===== src/rtl/led_pkg.sv =====
// Shared types and default timing constants for the LED frame scheduler.
package led_pkg;

  localparam int unsigned LATCH_CYCLES_DEF   = 15000;
  localparam int unsigned REFRESH_CYCLES_DEF = 1666667;
  localparam int unsigned BUSY_TIMEOUT_DEF   = 255;
  localparam int unsigned STATE_W            = 3;
  localparam int unsigned DROP_W             = 8;

  typedef enum logic [STATE_W-1:0] {
    IDLE      = 3'd0,
    SWAP      = 3'd1,
    START     = 3'd2,
    WAIT_BUSY = 3'd3,
    SEND      = 3'd4,
    LATCH     = 3'd5
  } sched_state_t;

  // Saturating subtraction for computing timer reload values.
  function automatic int unsigned sat_sub(input int unsigned a, input int unsigned b);
    return (a > b) ? (a - b) : 32'd0;
  endfunction

  // Counter width able to hold 0..p, never narrower than one bit.
  function automatic int unsigned cnt_width(input int unsigned p);
    return ($clog2(p + 1) < 1) ? 1 : $clog2(p + 1);
  endfunction

endpackage


===== src/rtl/sched_timer.sv =====
// Loadable saturating down-counter; done_o is high while the count is zero.
module sched_timer #(
  parameter int unsigned          WIDTH   = 8,
  parameter logic [WIDTH-1:0]     RST_VAL = '0
) (
  input  logic             clk_i,
  input  logic             rst_i,
  input  logic             load_i,
  input  logic [WIDTH-1:0] load_val_i,
  output logic             done_o
);

  logic [WIDTH-1:0] count_q;
  logic [WIDTH-1:0] count_d;
  logic             done_q;

  always_comb begin
    count_d = count_q;
    if (load_i) begin
      count_d = load_val_i;
    end else if (count_q != '0) begin
      count_d = count_q - WIDTH'(1);
    end
  end

  always_ff @(posedge clk_i) begin
    if (rst_i) begin
      count_q <= RST_VAL;
      done_q  <= (RST_VAL == '0);
    end else begin
      count_q <= count_d;
      done_q  <= (count_d == '0);
    end
  end

  assign done_o = done_q;

endmodule


===== src/rtl/led_frame_scheduler.sv =====
// Schedules double-buffer swaps and neopixel driver starts, with latch gap,
// periodic refresh of the last frame and a busy-handshake timeout.
module led_frame_scheduler
  import led_pkg::*;
#(
  parameter int unsigned LATCH_CYCLES   = LATCH_CYCLES_DEF,
  parameter int unsigned REFRESH_CYCLES = REFRESH_CYCLES_DEF,
  parameter int unsigned BUSY_TIMEOUT   = BUSY_TIMEOUT_DEF
) (
  input  logic               i_clk,
  input  logic               i_rst,
  input  logic               i_enable,
  input  logic               i_frame_done,
  input  logic               i_drv_busy,
  input  logic               i_drv_frame_done,
  output logic               o_swap,
  output logic               o_drv_start,
  output logic [DROP_W-1:0]  o_dropped_cnt,
  output logic               o_timeout,
  output logic [STATE_W-1:0] o_state
);

  localparam int unsigned LAT_W = cnt_width(LATCH_CYCLES);
  localparam int unsigned REF_W = cnt_width(REFRESH_CYCLES);
  localparam int unsigned BSY_W = cnt_width(BUSY_TIMEOUT);

  // Reload values chosen so done is seen on the last cycle of each interval.
  localparam logic [LAT_W-1:0] LAT_LOAD   = LAT_W'(sat_sub(LATCH_CYCLES, 1));
  localparam logic [BSY_W-1:0] BSY_LOAD   = BSY_W'(sat_sub(BUSY_TIMEOUT, 2));
  localparam logic [REF_W-1:0] REF_LOAD   = REF_W'(REFRESH_CYCLES);
  localparam logic             REFRESH_ON = 1'(REFRESH_CYCLES != 0);

  sched_state_t      state_q;
  logic              pending_q;
  logic              shown_q;
  logic              swap_q;
  logic              start_q;
  logic              timeout_q;
  logic [DROP_W-1:0] dropped_q;

  logic lat_done;
  logic ref_done;
  logic bsy_done;
  logic go_swap_c;
  logic go_refresh_c;

  sched_timer #(.WIDTH(LAT_W), .RST_VAL(LAT_W'(0))) u_latch_timer (
    .clk_i      (i_clk),
    .rst_i      (i_rst),
    .load_i     (state_q != LATCH),
    .load_val_i (LAT_LOAD),
    .done_o     (lat_done)
  );

  // Refresh down-count from REF_LOAD mirrors an up-count cleared in START.
  sched_timer #(.WIDTH(REF_W), .RST_VAL(REF_LOAD)) u_refresh_timer (
    .clk_i      (i_clk),
    .rst_i      (i_rst),
    .load_i     (state_q == START),
    .load_val_i (REF_LOAD),
    .done_o     (ref_done)
  );

  sched_timer #(.WIDTH(BSY_W), .RST_VAL(BSY_W'(0))) u_busy_timer (
    .clk_i      (i_clk),
    .rst_i      (i_rst),
    .load_i     (state_q != WAIT_BUSY),
    .load_val_i (BSY_LOAD),
    .done_o     (bsy_done)
  );

  assign go_swap_c    = (state_q == IDLE) && i_enable && pending_q;
  assign go_refresh_c = (state_q == IDLE) && i_enable && !pending_q && shown_q
                        && REFRESH_ON && ref_done;

  always_ff @(posedge i_clk) begin
    if (i_rst) begin
      state_q   <= IDLE;
      swap_q    <= 1'b0;
      start_q   <= 1'b0;
      shown_q   <= 1'b0;
      timeout_q <= 1'b0;
    end else begin
      swap_q  <= go_swap_c;
      start_q <= (state_q == SWAP) || go_refresh_c;
      case (state_q)
        IDLE: begin
          if (go_swap_c) begin
            state_q <= SWAP;
          end else if (go_refresh_c) begin
            state_q <= START;
          end
        end
        SWAP: state_q <= START;
        START: begin
          shown_q <= 1'b1;
          state_q <= WAIT_BUSY;
        end
        WAIT_BUSY: begin
          if (i_drv_busy) begin
            state_q <= SEND;
          end else if (bsy_done) begin
            timeout_q <= 1'b1;
            state_q   <= LATCH;
          end
        end
        SEND: begin
          if (i_drv_frame_done || !i_drv_busy) begin
            state_q <= LATCH;
          end
        end
        LATCH: begin
          if (lat_done) begin
            state_q <= IDLE;
          end
        end
        default: state_q <= IDLE;
      endcase
    end
  end

  // A frame landing in the SWAP cycle stays pending for the next swap.
  always_ff @(posedge i_clk) begin
    if (i_rst) begin
      pending_q <= 1'b0;
      dropped_q <= '0;
    end else begin
      if (i_frame_done) begin
        pending_q <= 1'b1;
      end else if (state_q == SWAP) begin
        pending_q <= 1'b0;
      end
      if (i_frame_done && pending_q && (state_q != SWAP) && (dropped_q != '1)) begin
        dropped_q <= dropped_q + DROP_W'(1);
      end
    end
  end

  assign o_swap        = swap_q;
  assign o_drv_start   = start_q;
  assign o_dropped_cnt = dropped_q;
  assign o_timeout     = timeout_q;
  assign o_state       = state_q;

endmodule


===== config.mk =====
export PLATFORM = sky130hd
export DESIGN_NAME = led_frame_scheduler
export DESIGN_NICKNAME = d
export VERILOG_FILES = /design/src/rtl/led_pkg.sv /design/src/rtl/sched_timer.sv /design/src/rtl/led_frame_scheduler.sv
export SDC_FILE = /design/constraint.sdc
export NUM_CORES = 1
export LEC_CHECK = 0
export CORE_MARGIN = 3
export CORE_UTILIZATION = 59
export CTS_CLUSTER_SIZE = 28
export DETAILED_ROUTE_END_ITERATION = 16
export PLACE_DENSITY = 0.83
export SLEW_MARGIN = 30
export SYNTH_ARGS = -nofsm -noshare
export SYNTH_HDL_FRONTEND = slang
export SYNTH_SLANG_ARGS = --single-unit

===== constraint.sdc =====
create_clock -name i_clk -period 3.85 [get_ports i_clk]
set_clock_uncertainty 0.05 [all_clocks]
set_input_delay 1.155 -clock i_clk [delete_from_list [all_inputs] [get_ports i_clk]]
set_output_delay 1.155 -clock i_clk [all_outputs]
set_load 0.05 [all_outputs]

==> flow_summary.yaml <==
floorplan:
  die_area_mm2: 0.006262
  pin_count: 20
  die_y_um: 79.13
  start_util_pct: 63.85
  coreArea_mm2: 0.004942
  die_w_um: 79.13
  fp-row-count: 25
synthesis:
  async_flop_share_pct: 0
  yosysWarnings: 0
  ys.flop_type: "dfxtp_1"
  netlist_instances: 384
  postSynthAreaPerCell_um2: 8.218
  yosysSeqAreaShare_pct: 39.33
  syn_area_mm2: 0.003156
  synth_edf_count: 0
  ys_ff_latch: 62
  syn_nets: 396
  synth.distinct_cells: 53
timing:
  setup_ws_ps: 787.0
  min_period_over_period_pct: 79.56
  period_needed_ps: 3063
  grt_setup_unrepaired: "false"
  setup_viol: 0
  slew_violations: 0
  max_freq_mhz: 326.5
  max-slew-margin-rel_pct: 48.68
  finalHoldViolations: 0
  finalSetupTns_ps: 0
  worst_slew_pin_slew_ps: 764.6
cells_and_area:
  num-fill-cells: 428
  antennaDiodeCount: 0
  final_common_cell: "dfxtp_1"
  drive_gt1_share_pct: 7.268
  syn2layout_area_growth_pct: 11.30
  post-route-cell-area_mm2: 0.003512
  nets: 408
  utilization_pct: 71.06
  layout_common_cells: "62 x dfxtp_1, 49 x nor2_1, 34 x nand2_1"
clock_network:
  cts.sinks: 62
  cts_inserted_buffers: 9
  hold_buffers: 0
  ctsLongestPathBuffers: 2
  clk_pin_slew_ps: 60
  cts_tree: "done"
  htreeDepth: 3
  cts_root_buffer: "clkbuf_8"
  clk_latency_ps: 330
  ctsResizeCount: 0
  cts_setup_buffers: 0
route:
  first_pass_iters: 4
  via_per_inst: 5.880
  routedWlPerCell_um: 14.39
  drt-total-wl_mm: 6.705
  initialDrtViolationCount: 221
  ant_nets: 0
  remaining_drc_errors: 0
  vias: 2740
critical_path:
  crit_arrival_ps: 1860
  r2r_slack_ps: 860
  crit_type: "reg2out"
  r2r-start: "u_refresh_timer.count_q[6]"
  crit_required_ps: 2640
  slowest_stage: "clkdlybuf4s50_1"
  start_kind: "flop"
  worstPathCellList: "clkdlybuf4s50_1"
  end_kind: "output port"
  rr_worst_depth: 7
  slowest_delay_ps: 900
  path_delay_family: "buffers and inverters"
  timing.rr.end: "u_refresh_timer.done_o"
  cp.buffers_inverters: 1
  critPathMaxFanout: 17
grt:
  antenna_found_initial: 0
  grt_pass1_wl_mm: 11.50
  overflow: 0
  first_global_vias: 2539
  grt_use_total_pct: 22.92
  grt_max_degree: 43
placed_design:
  dp_slack_ps: 831.6
  place_area_mm2: 0.003357
  port_buffers: 19
  place.gp.congestion: 0.9434
  post-dp-hpwl_mm: 4.713
run_status:
  status: "finished clean"
pwr:
  p_leak_nw: 1.252
  vdd_ir_drop_max_uv: 290.9
  p_per_area_mw_per_mm2: 367.5
min_path:
  min_path_cells: 2
  hp-class: "reg2reg"
  min_from: "o_timeout"
  hold_end: "o_timeout"
job:
  cap_violations: 0
-- sequential cells by signal, indices dropped and copies added, names as in the netlist, 3 cells and up --
signal and count:
o_dropped_cnt 8, u_busy_timer.count_q 8, u_refresh_timer.count_q 21, u_latch_timer.count_q 14, o_state 3
-- per-stage QoR --
stage          cells  hold WS [ps]  power (mW)
3_3_place_gp     452         400.7      0.8298
3_5_place_dp     452         418.8      0.8326
2_1_floorplan    384         407.8      0.7952
4_1_cts          466         433.9       1.304
5_1_grt          466         478.7       1.349
6_report         466         431.4       1.291
-- metal layers --
metal  wire length (µm)  global-route usage (%)
met1               3120                   28.93
met2               3156                   36.11
met3                350                   7.596
met4                 77                   8.935
met5                  0                       0
-- power by group --
part	leakage [nW]	switching (mW)	internal, mW
Combinational	0.662	0.0792	0.0545
Clock	0.0821	0.227	0.242
Sequential	0.508	0.0250	0.663
Total	1.25	0.331	0.959
-- cell usage after synthesis, types with 3 or more instances --
| master | count | share of area, % |
|---|---|---|
| or3_1 | 10 | 2.0 |
| o21ai_0 | 16 | 2.5 |
| inv_1 | 9 | 1.1 |
| nor3b_1 | 3 | 0.71 |
| nand4_1 | 4 | 0.79 |
| nand2_1 | 34 | 4.0 |
| or2_2 | 3 | 0.59 |
| or4_1 | 8 | 1.9 |
| mux2i_1 | 3 | 0.95 |
| nor3_1 | 17 | 2.7 |
| a21oi_1 | 26 | 4.1 |
| clkbuf_1 | 16 | 1.9 |
| nand2b_1 | 9 | 1.8 |
| and3_1 | 9 | 1.8 |
| xnor2_1 | 20 | 5.6 |
| xor2_1 | 14 | 3.9 |
| nor2b_1 | 3 | 0.59 |
| nand3_1 | 5 | 0.79 |
| nor2_1 | 49 | 5.8 |
| o31ai_1 | 4 | 0.95 |
| a31oi_1 | 5 | 0.99 |
| a211oi_1 | 3 | 0.71 |
| ha_1 | 6 | 2.4 |
| nor4_1 | 12 | 2.4 |
| dfxtp_1 | 62 | 39 |
-- tightest hold or removal path, stage by stage, from the launching register on --
cell	delay, ps
dfxtp_1	340
a21oi_1	40
nor2_1	70
-- worst max path at each step --
stage          cells after the start                      to                  startpoint
3_5_place_dp                       7        o_dropped_cnt[5]                i_frame_done
5_1_grt                            7  u_refresh_timer.done_o  u_refresh_timer.count_q[6]
3_3_place_gp                       7        o_dropped_cnt[3]                i_frame_done
4_1_cts                            1              o_state[2]                  o_state[2]
6_report                           1              o_state[2]                  o_state[2]
2_1_floorplan                      7  u_refresh_timer.done_o  u_refresh_timer.count_q[6]
-- cell families (layout without fill, tap and decap cells) --
kind of cell               Yosys count  count (layout)  share of synthesized area [%]
and+or+nand+nor                    180             180                          30.25
DFF                                 62              62                          39.33
muxes                                3               3                         0.9517
xor gates and xnor gates            34              34                          9.437
AOI/OAI and AO/OA                   69              69                          13.56
buffers and inverters               30              45                          4.084
adders and majority gates            6               6                          2.379
-- layout make-up --
cell class	instances	area (µm²)	area share [%]
inverters	9	33.78	0.9619
flip-flops and latches	62	1241	35.34
clock buffers	12	145.1	4.133
clock inverters	2	10.01	0.2850
well taps	67	83.83	2.387
repair buffers	22	212.7	6.056
multi-input cells	292	1785	50.84
Power figures use the tool's default switching activity.
